File: src/rtl/mcycle_ctrl.sv
// Multi-cycle CPU control unit: instruction sequencing FSM with memory handshake,
// per-access wait timeout, retire pulse/counter and sticky halt status.
//
// state    | meaning
// ---------+--------------------------------------------------------------
// FETCH    | instruction read; IR and PC+4 written on memory completion
// DECODE   | branch target precomputed into aluout; dispatch on opcode
// EXEC_R   | register-register ALU operation
// ALU_WB   | write R-type result to rd
// EXEC_I   | register-immediate ALU operation
// IMM_WB   | write immediate result to rt
// MEM_ADDR | effective address rs + signimm
// MEM_RD   | data read, waits for memory
// MEM_WB   | write loaded data to rt
// MEM_WR   | data write, waits for memory, retires on completion
// BRANCH   | compare rs/rt, conditional PC load from aluout
// JUMP     | PC <- jump target
// JAL      | r31 <- PC, PC <- jump target
// JR       | PC <- rs
// HALT     | stopped on illegal opcode or bus error; left only by reset
module mcycle_ctrl #(
   parameter int MEM_HANDSHAKE = 1,
   parameter int TIMEOUT       = 15,
   parameter int CNT_W         = 32
) (
   input  logic             clk,
   input  logic             reset,
   input  logic [5:0]       opcode,
   input  logic [5:0]       funct,
   input  logic             mem_ready,
   output logic             pc_we,
   output logic             iord,
   output logic             mem_req,
   output logic             mem_we,
   output logic             ir_write,
   output logic             reg_we,
   output logic             reg_src,
   output logic             alusrc_a,
   output logic             branch,
   output logic             beq_sel,
   output logic [2:0]       aluop,
   output logic [1:0]       reg_dest,
   output logic [1:0]       mem_to_reg,
   output logic [1:0]       alusrc_b,
   output logic [1:0]       pc_src,
   output logic             retire,
   output logic [CNT_W-1:0] retired_cnt,
   output logic             halted,
   output logic             illegal,
   output logic             bus_err
);

   typedef enum logic [3:0] {
      S_FETCH, S_DECODE, S_EXEC_R, S_ALU_WB, S_EXEC_I, S_IMM_WB, S_MEM_ADDR,
      S_MEM_RD, S_MEM_WB, S_MEM_WR, S_BRANCH, S_JUMP, S_JAL, S_JR, S_HALT
   } state_t;

   localparam logic [2:0] ALU_ADD = 3'd0;
   localparam logic [2:0] ALU_SUB = 3'd1;
   localparam logic [2:0] ALU_XOR = 3'd2;
   localparam logic [2:0] ALU_SLT = 3'd3;

   localparam logic [5:0] OP_RTYPE = 6'h00;
   localparam logic [5:0] OP_J     = 6'h02;
   localparam logic [5:0] OP_JAL   = 6'h03;
   localparam logic [5:0] OP_BEQ   = 6'h04;
   localparam logic [5:0] OP_BNE   = 6'h05;
   localparam logic [5:0] OP_ADDI  = 6'h08;
   localparam logic [5:0] OP_XORI  = 6'h0E;
   localparam logic [5:0] OP_LW    = 6'h23;
   localparam logic [5:0] OP_SW    = 6'h2B;

   localparam logic [5:0] F_JR  = 6'h08;
   localparam logic [5:0] F_ADD = 6'h20;
   localparam logic [5:0] F_SUB = 6'h22;
   localparam logic [5:0] F_SLT = 6'h2A;

   localparam logic [7:0] WAIT_LAST = 8'(TIMEOUT - 1);

   state_t           state_q, state_d;
   logic [7:0]       wait_q, wait_d;
   logic [CNT_W-1:0] cnt_q, cnt_d;
   logic             illegal_q, illegal_d;
   logic             bus_err_q, bus_err_d;
   logic             mem_done;
   logic             timed_out;

   always_comb begin
      mem_done   = (MEM_HANDSHAKE == 0) || mem_ready;
      // Timeout fires on the TIMEOUT-th consecutive not-ready cycle of one access
      timed_out  = (MEM_HANDSHAKE != 0) && !mem_ready && (wait_q == WAIT_LAST);

      state_d    = state_q;
      wait_d     = '0;
      illegal_d  = illegal_q;
      bus_err_d  = bus_err_q;

      pc_we      = 1'b0;
      iord       = 1'b0;
      mem_req    = 1'b0;
      mem_we     = 1'b0;
      ir_write   = 1'b0;
      reg_we     = 1'b0;
      reg_src    = 1'b0;
      alusrc_a   = 1'b0;
      branch     = 1'b0;
      beq_sel    = 1'b0;
      aluop      = ALU_ADD;
      reg_dest   = 2'd0;
      mem_to_reg = 2'd0;
      alusrc_b   = 2'd0;
      pc_src     = 2'd0;
      retire     = 1'b0;
      halted     = 1'b0;

      case (state_q)
         S_FETCH: begin
            mem_req  = 1'b1;
            alusrc_b = 2'd1;
            if (mem_done) begin
               ir_write = 1'b1;
               pc_we    = 1'b1;
               state_d  = S_DECODE;
            end else if (timed_out) begin
               bus_err_d = 1'b1;
               state_d   = S_HALT;
            end else begin
               wait_d = wait_q + 8'd1;
            end
         end
         S_DECODE: begin
            alusrc_b = 2'd3;
            if (opcode == OP_RTYPE && (funct == F_ADD || funct == F_SUB || funct == F_SLT))
               state_d = S_EXEC_R;
            else if (opcode == OP_RTYPE && funct == F_JR)
               state_d = S_JR;
            else if (opcode == OP_LW || opcode == OP_SW)
               state_d = S_MEM_ADDR;
            else if (opcode == OP_BEQ || opcode == OP_BNE)
               state_d = S_BRANCH;
            else if (opcode == OP_ADDI || opcode == OP_XORI)
               state_d = S_EXEC_I;
            else if (opcode == OP_J)
               state_d = S_JUMP;
            else if (opcode == OP_JAL)
               state_d = S_JAL;
            else begin
               illegal_d = 1'b1;
               state_d   = S_HALT;
            end
         end
         S_EXEC_R: begin
            alusrc_a = 1'b1;
            if (funct == F_SUB)
               aluop = ALU_SUB;
            else if (funct == F_SLT)
               aluop = ALU_SLT;
            state_d = S_ALU_WB;
         end
         S_ALU_WB: begin
            reg_dest = 2'd1;
            reg_we   = 1'b1;
            retire   = 1'b1;
            state_d  = S_FETCH;
         end
         S_EXEC_I: begin
            alusrc_a = 1'b1;
            alusrc_b = 2'd2;
            if (opcode == OP_XORI)
               aluop = ALU_XOR;
            state_d = S_IMM_WB;
         end
         S_IMM_WB: begin
            reg_we  = 1'b1;
            retire  = 1'b1;
            state_d = S_FETCH;
         end
         S_MEM_ADDR: begin
            alusrc_a = 1'b1;
            alusrc_b = 2'd2;
            state_d  = (opcode == OP_SW) ? S_MEM_WR : S_MEM_RD;
         end
         S_MEM_RD: begin
            mem_req = 1'b1;
            iord    = 1'b1;
            if (mem_done)
               state_d = S_MEM_WB;
            else if (timed_out) begin
               bus_err_d = 1'b1;
               state_d   = S_HALT;
            end else
               wait_d = wait_q + 8'd1;
         end
         S_MEM_WB: begin
            mem_to_reg = 2'd1;
            reg_we     = 1'b1;
            retire     = 1'b1;
            state_d    = S_FETCH;
         end
         S_MEM_WR: begin
            mem_req = 1'b1;
            iord    = 1'b1;
            mem_we  = 1'b1;
            if (mem_done) begin
               retire  = 1'b1;
               state_d = S_FETCH;
            end else if (timed_out) begin
               bus_err_d = 1'b1;
               state_d   = S_HALT;
            end else
               wait_d = wait_q + 8'd1;
         end
         S_BRANCH: begin
            alusrc_a = 1'b1;
            aluop    = ALU_SUB;
            branch   = 1'b1;
            pc_src   = 2'd1;
            beq_sel  = (opcode == OP_BNE);
            retire   = 1'b1;
            state_d  = S_FETCH;
         end
         S_JUMP: begin
            pc_src  = 2'd2;
            pc_we   = 1'b1;
            retire  = 1'b1;
            state_d = S_FETCH;
         end
         S_JAL: begin
            reg_dest   = 2'd2;
            mem_to_reg = 2'd3;
            reg_we     = 1'b1;
            pc_src     = 2'd2;
            pc_we      = 1'b1;
            retire     = 1'b1;
            state_d    = S_FETCH;
         end
         S_JR: begin
            pc_src  = 2'd3;
            pc_we   = 1'b1;
            retire  = 1'b1;
            state_d = S_FETCH;
         end
         S_HALT: begin
            halted = 1'b1;
         end
         default: state_d = S_FETCH;
      endcase

      cnt_d = cnt_q + {{(CNT_W-1){1'b0}}, retire};
   end

   always_ff @(posedge clk) begin
      if (reset) begin
         state_q   <= S_FETCH;
         wait_q    <= '0;
         cnt_q     <= '0;
         illegal_q <= 1'b0;
         bus_err_q <= 1'b0;
      end else begin
         state_q   <= state_d;
         wait_q    <= wait_d;
         cnt_q     <= cnt_d;
         illegal_q <= illegal_d;
         bus_err_q <= bus_err_d;
      end
   end

   assign retired_cnt = cnt_q;
   assign illegal     = illegal_q;
   assign bus_err     = bus_err_q;

endmodule

File: config.mk
export PLATFORM = sky130hd
export DESIGN_NAME = mcycle_ctrl
export DESIGN_NICKNAME = d
export VERILOG_FILES = /design/src/rtl/mcycle_ctrl.sv
export SDC_FILE = /design/constraint.sdc
export NUM_CORES = 1
export LEC_CHECK = 0
export CORE_ASPECT_RATIO = 1.75
export CORE_MARGIN = 2
export CORE_UTILIZATION = 40
export CTS_CLUSTER_SIZE = 25
export DETAILED_ROUTE_END_ITERATION = 12
export PLACE_DENSITY = 0.68
export SYNTH_ARGS = -nofsm -noshare
export SYNTH_HDL_FRONTEND = slang
export SYNTH_SLANG_ARGS = --single-unit
File: constraint.sdc
create_clock -name clk -period 3.8 [get_ports clk]
set_input_delay 0.76 -clock clk [delete_from_list [all_inputs] [get_ports clk]]
set_output_delay 0.76 -clock clk [all_outputs]
set_load 0.1 [all_outputs]
After elaboration in Yosys (flattened, before gate mapping)
Cells that the tools add are included.

operators by class
  add/subtract/negate cells = 2
  equality and inequality tests = 27
  muxes and demuxes = 33
  bitwise operators = 9
  reduce and logical (&&, ||, !) cells = 22

operators with widths
  cell                 count
  $mux 4               10
  $add 32x1->32        1
  $pmux 4 s8           1
  $eq 6x6->1 const B   5
  $eq 4x4->1 const B   7
  $eq 6x4->1 const B   3
  $pmux 2 s3           3
  $eq 4x3->1 const B   4
  $eq 6x2->1 const B   2
  $eq 6x3->1 const B   2
  $reduce_or 4->1      3
  $mux 1               10
  $not 1->1            9
  $add 8x1->8 const B  1
  $eq 4x2->1 const B   2
  $eq 8x4->1 const B   1
  $mux 2               4
  $pmux 2 s2           2
  $reduce_and 8->1     1
  $reduce_or 7->1      1
  $logic_not 6->1      1
  $reduce_or 2->1      3
  $reduce_or 3->1      2
  $logic_or 1x1->1     5
  other kinds (7)      10

storage, ports and cells
  register bits after elaboration = 46
  bits of input ports = 15
  output and inout port bits = 57

Depth between registers and ports, before layout
Gate-level depths: netlist (run 1).

  depth in word-level cells = 9
  mapped depth = 12
  gate-level depth less buffers = 9

Worst setup path before layout (run 1)
No wires, ideal clock.

  path type = input port to output port
  from = input port mem_ready
  to = output port pc_we
  data arrival time = 4509 ps
  data required time = 3040 ps
  path slack = -1469 ps
  stages = 3
  path buffers = 0
  cells stage by stage = inv_1 -> nor4_1 -> or2_2

between the ends
  cells in the longest elaborated chain, start to end = 2

ends and longest elaborated chain
  item                line  text
  start: declaration  30    input logic mem_ready,
  $mux 1              120   if (mem_done) begin
  $pmux 1 s2          116   case (state_q)
  end: declaration    31    output logic pc_we,

Every way passes these cells.

Worst setup path after layout (run 1)
  from = input port funct[0]
  to = output port aluop[1]

between the ends
  cells in the longest elaborated chain, start to end = 4
  elaborated cells between the ends (all ways) = 5
  those cells by class = eq/ne: 2; mux: 3

ends and longest elaborated chain
  item                line  text
  start: declaration  29    input logic [5:0] funct,
  $eq 6x6->1          156   else if (funct == F_SLT)
  $mux 2              156
  $mux 2 *            154   if (funct == F_SUB)
  $pmux 2 s3 *        116
  end: declaration    41    output logic [2:0] aluop,

Mark *: on every way between the ends. The rest lies on a longest branch, timed or not.

==> flow_summary.json, run 1 <==
{
  "status": "completed",
  "grt_pass1_vias": 2537,
  "clock_sinks": 46,
  "layout_setup_ws_ps": 549.1,
  "tightestPinTransition_ps": 975.8,
  "setup_tns_ps": 0,
  "holdCritStartpoint": "retired_cnt[31]$_SDFF_PP0_",
  "initial_utilization_pct": 41.58,
  "leakage_nw": 1.288,
  "antenna_found_initial": 0,
  "ys_seq_area_share_pct": 33.87,
  "reg2regPathDepth": 8,
  "min_period_ps": 3251,
  "synth_area_um2": 2719,
  "clockBufferDepth": 2,
  "gp_congestion": 0.9008,
  "clk_latency_ps": 280,
  "die_h_um": 113.1,
  "holdWs_ps": 485.4,
  "synth_top_area_cell": "dfxtp_1",
  "postSynth.asyncResetShare_pct": 0,
  "path_max_fanout": 2,
  "numCtsBuffers": 5,
  "drc": 0,
  "wl_met2_um": 3827,
  "grt_max_degree": 42,
  "finClkSkew_ps": 6.297,
  "period_share_pct": 85.55,
  "io_pins": 72,
  "syn_to_final_growth_pct": 33.78,
  "pre_cts_ws_ps": 323.9,
  "design_area_um2": 3637,
  "cp-start-kind": "primary input",
  "slew_headroom_pct": 34.74,
  "fmax_ghz": 0.3076,
  "critPathKind": "primary input to output pin",
  "drt_iter0_markers": 134,
  "min_path_cells": 2,
  "arrival_ps": 2490,
  "setup_viol": 0,
  "synthDistinctLibCells": 59,
  "power.density_nw_per_um2": 703.1,
  "cts_tree": "yes",
  "rrSetupSlack_ps": 830,
  "worstPathRequired_ps": 3040,
  "antenna_left": 0,
  "core_um2": 6539,
  "hold_viol_final": 0,
  "wl_met3_um": 270,
  "yosys.area.top_type_share_pct": 33.87,
  "post-route-util_pct": 55.63,
  "postCtsHoldBufs": 0,
  "r2r-end": "retired_cnt[28]$_SDFF_PP0_",
  "yosys_warnings": 0,
  "grt_usage_pct": 19.80,
  "post_cts_buffers": 0,
  "endpoint_kind": "output pin",
  "yosysMostFrequentCell": "dfxtp_1",
  "cap_violations": 0,
  "clk_pin_slew_worst_paths_ps": 70,
  "avgSynthCellArea_um2": 8.140,
  "layout-drive-gt1-share_pct": 13.20,
  "die_area_um2": 7498,
  "synthFlopType": "dfxtp_1",
  "grt.overflow.total": 0,
  "crit_start": "funct[0]",
  "via_per_inst": 5.571,
  "wl_met1_um": 2736,
  "h-tree-depth": 2,
  "die_w_um": 66.32,
  "synthTopCellsByArea": "dfxtp_1 34%, nor2_1 5.5%, xor2_1 4.5%",
  "reg2reg_from": "state_q[0]$_SDFFE_PP0N_",
  "cts_root_buf": "clkbuf_16",
  "synth_seq_cells": 46,
  "synth-edff-count": 0,
  "layout.nets": 412,
  "drv_slew": 0,
  "ir_drop_uv": 1203,
  "grt_pass1_wl_um": 11850,
  "rows": 39,
  "wirelength_um": 7031,
  "synthCells": 334,
  "cts_resized": 0,
  "num_vias": 2652,
  "firstDrtPassIters": 4,
  "critical_path.slowest_cell": "nor4b_1",
  "antenna_cells_inserted": 0,
  "netlist_top_cells_count": "46 x dfxtp_1, 40 x nor2_1, 21 x a21oi_1, 19 x nand2_1, 16 x nand3_1",
  "hp-class": "flip-flop to flip-flop",
  "highest_layer": "met4",
  "portBuffers": 69,
  "grt_setup_unrepaired": "false",
  "dp_hpwl_um": 5325,
  "cpPeakStageDelay_ps": 550,
  "wl_per_cell_um": 14.77,
  "critical_path.endpoint": "aluop[1]",
  "path_cells": "clkdlybuf4s50_1 > nor4b_1 > and2_1 > nand3_1 > a21oi_1 > buf_12",
  "placed_area_um2": 3438
}
-- where the power goes --
group / switching (W) / internal, W / leakage, nW
Clock: 0.000183 / 0.000395 / 0.0971
Sequential: 0.0000864 / 0.000520 / 0.371
Combinational: 0.00107 / 0.000307 / 0.820
Total: 0.00133 / 0.00122 / 1.29
-- worst min-delay path by stage --
stage,to,slack (ps)
floorplan,wait_q[0]$_SDFF_PP0_,440
global placement,wait_q[0]$_SDFF_PP0_,460
detailed placement,illegal$_SDFFE_PP0P_,480
CTS,illegal$_SDFFE_PP0P_,490
global route,retired_cnt[31]$_SDFF_PP0_,510
finish,retired_cnt[31]$_SDFF_PP0_,490
-- flip-flops by register name (all words and copies together), names as in the netlist --
register / flops
retired_cnt: 32
wait_q: 8
state_q: 4
bus_err: 1
illegal: 1
-- worst max-delay path: cells and delay by family --
kind,cells,cell delay (ps)
buffers and inverters,2,620
AO/OA/AOI/OAI,1,250
AND/OR/NAND/NOR,3,860
-- logic make-up after synthesis --
family                   synth area share, %
adder cells (fa/ha/maj)                1.841
AO/OA/AOI/OAI                          15.88
XOR/XNOR                               5.798
buffers and inverters                  5.062
AND/OR/NAND/NOR                        35.39
multiplexers                           2.025
flip-flops                             33.87
other                                 0.1379
-- layout make-up --
class                      instances  area (um2)
clock inverter                     2       60.06
fill                             641        2902
timing repair buffer              72       698.2
tap                               82       102.6
multi-input combinational        259        1683
inverter                           9       33.78
clock buffer                       6       138.9
sequential                        46       920.9
-- metal layers --
metal / vias to the layer above / global-route usage, %
met1: 1227 / 21.58
li1: 1336 / -
met3: 15 / 3.181
met5: - / 0
met4: 0 / 8.435
met2: 74 / 36.40
-- placed cells by master (no fill, tap or decap), types with 3 or more instances in the layout --
master and count:
buf_4 21, or2_2 3, and2_1 3, o22ai_1 3, nand3_1 16, or3_1 8
or4_1 8, mux2_2 3, nand4_1 9, o21a_1 4, o31ai_1 8, clkdlybuf4s50_1 48
nor4_1 5, xnor2_1 4, buf_12 3, nor2b_1 11, inv_1 9, nor3b_1 3
nor3_1 5, and3_1 4, nor2_1 39, nand2_1 19, o21ai_0 13, ha_1 4
and4_1 5, dfxtp_1 46, nand2b_1 3, clkbuf_16 5, a21oi_1 21, xor2_1 14
-- metrics by stage --
stage,instances,total power (W)
detailed placement,468,0.001985
floorplan,335,0.001722
CTS,476,0.002567
global placement,468,0.001982
finish,476,0.002557
global route,476,0.002666
(Power assumes the default switching activity.)
==> inputs of run 2 (changes only) <==
Settings changed: CAP_MARGIN set to 20, DONT_BUFFER_PORTS set to 1, PLACE_DENSITY 0.68 to 0.54.
==> run 2 against run 1 <==
Against the previous run:
- first-iteration DRC count is 3.7% higher
- hold slack worse by 7.8 ps
- sequential power is 2% higher
- via count is 2.7% lower
- sequential share of layout area is 2.4 points higher
==> flow_summary.json, run 2 (same netlist as run 1, synthesis figures left out) <==
{
  "status": "completed",
  "die_area_um2": 7498,
  "wirelength_um": 7049,
  "drv_slew": 0,
  "io_pins": 72,
  "cts_resized": 0,
  "multiInputGateArea_um2": 1757,
  "grt_pass1_wl_um": 11830,
  "drt_iter0_markers": 139,
  "clk_latency_ps": 280,
  "rows": 39,
  "critical_path.slowest_cell": "dfxtp_1",
  "numCtsBuffers": 5,
  "seqCellArea_um2": 920.9,
  "num_vias": 2580,
  "syn_to_final_growth_pct": 22.27,
  "hold_viol_final": 0,
  "layout.nets": 386,
  "gp_congestion": 0.8747,
  "core_um2": 6539,
  "leakage_nw": 1.217,
  "clk_pin_slew_worst_paths_ps": 60,
  "clockBufferDepth": 2,
  "grt_pass1_vias": 2481,
  "min_period_ps": 3045,
  "fin_total_pwr_w": 0.002452,
  "layout_setup_ws_ps": 754.5,
  "cts_root_buf": "clkbuf_16",
  "initial_utilization_pct": 41.58,
  "final_cells": 449,
  "antenna_cells_inserted": 0,
  "final_common_cell": "dfxtp_1",
  "placed_area_um2": 3192,
  "via_per_inst": 5.746,
  "h-tree-depth": 2,
  "cp-start-kind": "flip-flop",
  "grt_usage_pct": 20.00,
  "die_w_um": 66.32,
  "endpoint_kind": "output pin",
  "firstDrtPassIters": 4,
  "wl_per_cell_um": 15.70,
  "post_cts_buffers": 0,
  "grt_setup_unrepaired": "false",
  "path_max_fanout": 12,
  "antenna_left": 0,
  "tightestPinTransition_ps": 1086,
  "die_h_um": 113.1,
  "design_area_um2": 3324,
  "ir_drop_uv": 1209,
  "clock_sinks": 46,
  "portBuffers": 0,
  "setup_viol": 0,
  "grt.overflow.total": 0,
  "worstPathRequired_ps": 3040,
  "fillers": 654,
  "layout_common_cells": "46 x dfxtp_1, 44 x buf_4, 32 x nor2_1, 20 x a21oi_1, 19 x nand2_1",
  "slew_headroom_pct": 27.48,
  "drc": 0,
  "postCtsHoldBufs": 0,
  "path_cells": "nor2b_1 > a21oi_1 > nor2_2 > buf_4 > or2_2",
  "fmax_ghz": 0.3284,
  "arrival_ps": 2290,
  "antenna_found_initial": 0,
  "post-route-util_pct": 50.84,
  "numPlacedInstances": 442,
  "power.density_nw_per_um2": 737.5,
  "pre_cts_ws_ps": 820.5,
  "cts_tree": "yes",
  "hp-class": "flip-flop to flip-flop",
  "period_share_pct": 80.14,
  "critPathKind": "flip-flop to output pin",
  "dp_hpwl_um": 5398,
  "grt_max_degree": 42,
  "cap_violations": 0,
  "layout-drive-gt1-share_pct": 22.62,
  "finClkSkew_ps": 2.998,
  "cpPeakStageDelay_ps": 600,
  "largest_reg_flops": 32
}
-- run 2: changes by cell type in the layout (fill, tap and decap cells not counted), moves of 3 or more --
cell,previous run,this run
buf_4,21,44
clkdlybuf4s50_1,48,0
nor2_1,39,32
nor2_2,1,8
o22ai_1,3,0
o22ai_2,1,4
-- run 2: report_power, final --
group / switching, W / internal, W
registers: 0.000101 / 0.000520
logic: 0.00111 / 0.000313
clock network: 0.000172 / 0.000241
-- run 2: worst paths after layout --
path	end	slack, ps	startpoint	cells past startpoint
worst max-delay path	pc_we	750	state_q[1]$_SDFFE_PP0N_	5
worst min-delay path	wait_q[0]$_SDFF_PP0_	480	wait_q[0]$_SDFF_PP0_	1
worst min register to register	wait_q[0]$_SDFF_PP0_	480	wait_q[0]$_SDFF_PP0_	1
worst max register to register	retired_cnt[28]$_SDFF_PP0_	870	state_q[1]$_SDFFE_PP0N_	9
-- run 2: metal layers --
| layer | vias up | GRT usage, % | wire length (um) |
|---|---|---|---|
| li1 | 1281 | - | - |
| met1 | 1201 | 21.59 | 2645 |
| met2 | 79 | 35.53 | 3811 |
| met3 | 19 | 3.877 | 349 |
| met4 | 0 | 10.61 | 244 |
| met5 | - | 0 | 0 |
-- run 2: area by class of cell --
class                   count  area share (%)
clock buffers               7           3.989
flip-flops and latches     46           27.70
well taps                  82           3.086
inverters                   9           1.016
repair buffers             46           11.37
multi-input cells         259           52.84
-- run 2: through the flow --
step,hold WS (ps),setup TNS [ps]
detailed placement,472.0,0
CTS,486.3,0
global route,509.6,0
floorplan,437.2,-184.5
global placement,468.7,0
finish,477.7,0
-- run 2: worst max-delay path, delay by kind of cell (launching register included) --
family	cells	cell delay, ps
DFF	1	600
and+or+nand+nor	3	970
buffers and inverters	1	300
AOI/OAI and AO/OA	1	130
==> inputs of run 3 (changes only) <==
Settings changed: PLACE_DENSITY 0.54 to 0.56.
Clock period 3.8 ns to 2.62 ns, I/O delays scaled along.
==> run 3 against run 2 <==
Against the previous run:
- cell count up 3.6%
- non-clock buffer count is 17 higher
- die area unchanged
- count of clock-buffer cells in the layout decreased by 1
- largest power group unchanged
- critical endpoint unchanged
- clock power is 47% higher
- wire length rose by 4.7%
==> flow_summary.json, run 3 (same netlist as run 1, synthesis figures left out) <==
{
  "initial_utilization_pct": 41.58,
  "die_area_um2": 7498,
  "largest_reg_flops": 32,
  "antenna_found_initial": 0,
  "numCtsBuffers": 5,
  "critPathKind": "flip-flop to output pin",
  "grt_max_degree": 42,
  "grt_setup_unrepaired": "false",
  "status": "completed",
  "grt_pass1_vias": 2627,
  "die_h_um": 113.1,
  "leakage_nw": 1.322,
  "tightestPinTransition_ps": 982.8,
  "path_cells": "buf_4 > or2_1 > nor4_4 > or2_2 > buf_12",
  "min_period_ps": 2388,
  "cpLargestDelayFamily": "simple AND/OR/NAND/NOR gates",
  "antenna_cells_inserted": 0,
  "ir_drop_uv": 1362,
  "cts_root_buf": "clkbuf_16",
  "crit_buf_inv": 2,
  "path_max_fanout": 9,
  "antenna_left": 0,
  "syn_to_final_growth_pct": 30.88,
  "drc": 0,
  "num_vias": 2656,
  "hp-class": "primary input to flip-flop",
  "setup_viol": 0,
  "die_w_um": 66.32,
  "drt_iter0_markers": 105,
  "endpoint_kind": "output pin",
  "period_share_pct": 91.16,
  "firstDrtPassIters": 4,
  "post_cts_buffers": 0,
  "cp-start-kind": "flip-flop",
  "wl_per_cell_um": 15.87,
  "cts_resized": 0,
  "final_common_cell": "buf_4",
  "grt_usage_pct": 20.72,
  "core_um2": 6539,
  "finClkSkew_ps": 3.544,
  "wirelength_um": 7380,
  "arrival_ps": 1860,
  "h-tree-depth": 2,
  "dp_hpwl_um": 5817,
  "pre_cts_ws_ps": 144.4,
  "grt.overflow.total": 0,
  "layout_common_cells": "57 x buf_4, 46 x dfxtp_1, 32 x nor2_1, 20 x a21oi_1, 19 x nand2_1",
  "cpPeakStageDelay_ps": 420,
  "power.density_nw_per_um2": 1075,
  "clk_pin_slew_worst_paths_ps": 60,
  "hold_viol_final": 0,
  "critical_path.slowest_cell": "or2_1",
  "layout.nets": 403,
  "clock_sinks": 46,
  "clockBufferDepth": 2,
  "clk_latency_ps": 280,
  "fmax_ghz": 0.4187,
  "setup_tns_ps": 0,
  "fillers": 640,
  "grt_pass1_wl_um": 12180,
  "via_per_inst": 5.712,
  "rows": 39,
  "io_pins": 72,
  "cts_tree": "yes",
  "postCtsHoldBufs": 0,
  "drv_slew": 0,
  "slew_headroom_pct": 34.39,
  "layout_setup_ws_ps": 231.6,
  "portBuffers": 0,
  "gp_congestion": 0.9075,
  "layout-drive-gt1-share_pct": 27.94,
  "worstPathRequired_ps": 2100,
  "cap_violations": 0
}
## run 3: worst register-to-register path: stages, from the launching register on
cell and delay (ps):
dfxtp_1 330, nor2b_1 150, o21ai_1 130, and3_4 210
ha_4 150, ha_4 140, and4_4 270, nand3_4 170
nor4_1 330, mux2_2 360
## run 3: area by class of cell
type	instances	area [um2]	share of cell area (%)
clock buffer	6	138.9	3.903
inverter	9	33.78	0.9494
multi-input combinational	259	1807	50.77
sequential	46	920.9	25.88
tap	82	102.6	2.883
timing repair buffer	63	555.5	15.61
## run 3: where the power goes
| group | leakage, nW | switching (W) | internal (W) | total, W |
|---|---|---|---|---|
| registers | 0.371 | 0.0000574 | 0.000755 | 0.000812 |
| logic | 0.882 | 0.00175 | 0.000655 | 0.00240 |
| clock network | 0.0688 | 0.000240 | 0.000368 | 0.000609 |
## run 3: metrics by stage
stage | instances | hold slack (ps) | cell area (um2) | power (W) | util, %
floorplan | 335 | 437.2 | 2848 | 0.002623 | -
global placement | 459 | 460.6 | 3420 | 0.003234 | 52.30
detailed placement | 459 | 471.2 | 3420 | 0.003238 | 52.30
CTS | 465 | 300.4 | 3558 | 0.003862 | 54.42
global route | 465 | 302.1 | 3558 | 0.003976 | 54.42
finish | 465 | 308.8 | 3558 | 0.003824 | 54.42
## run 3: worst paths after layout
check,slack (ps),end,startpoint,cells past startpoint
min,310,retired_cnt[15]$_SDFF_PP0_,reset,1
min reg2reg,470,wait_q[0]$_SDFF_PP0_,wait_q[0]$_SDFF_PP0_,1
max reg2reg,260,retired_cnt[30]$_SDFF_PP0_,state_q[0]$_SDFFE_PP0N_,9
max,230,pc_we,state_q[2]$_SDFFE_PP0N_,5
## run 3: layer usage
| metal | share of wire, % | vias to the layer above | track usage [%] |
|---|---|---|---|
| met5 | 0 | - | 0 |
| met4 | 1.5 | 0 | 7.755 |
| met3 | 4.9 | 8 | 3.777 |
| met2 | 57 | 68 | 40.60 |
| met1 | 37 | 1262 | 20.45 |
| li1 | - | 1318 | - |
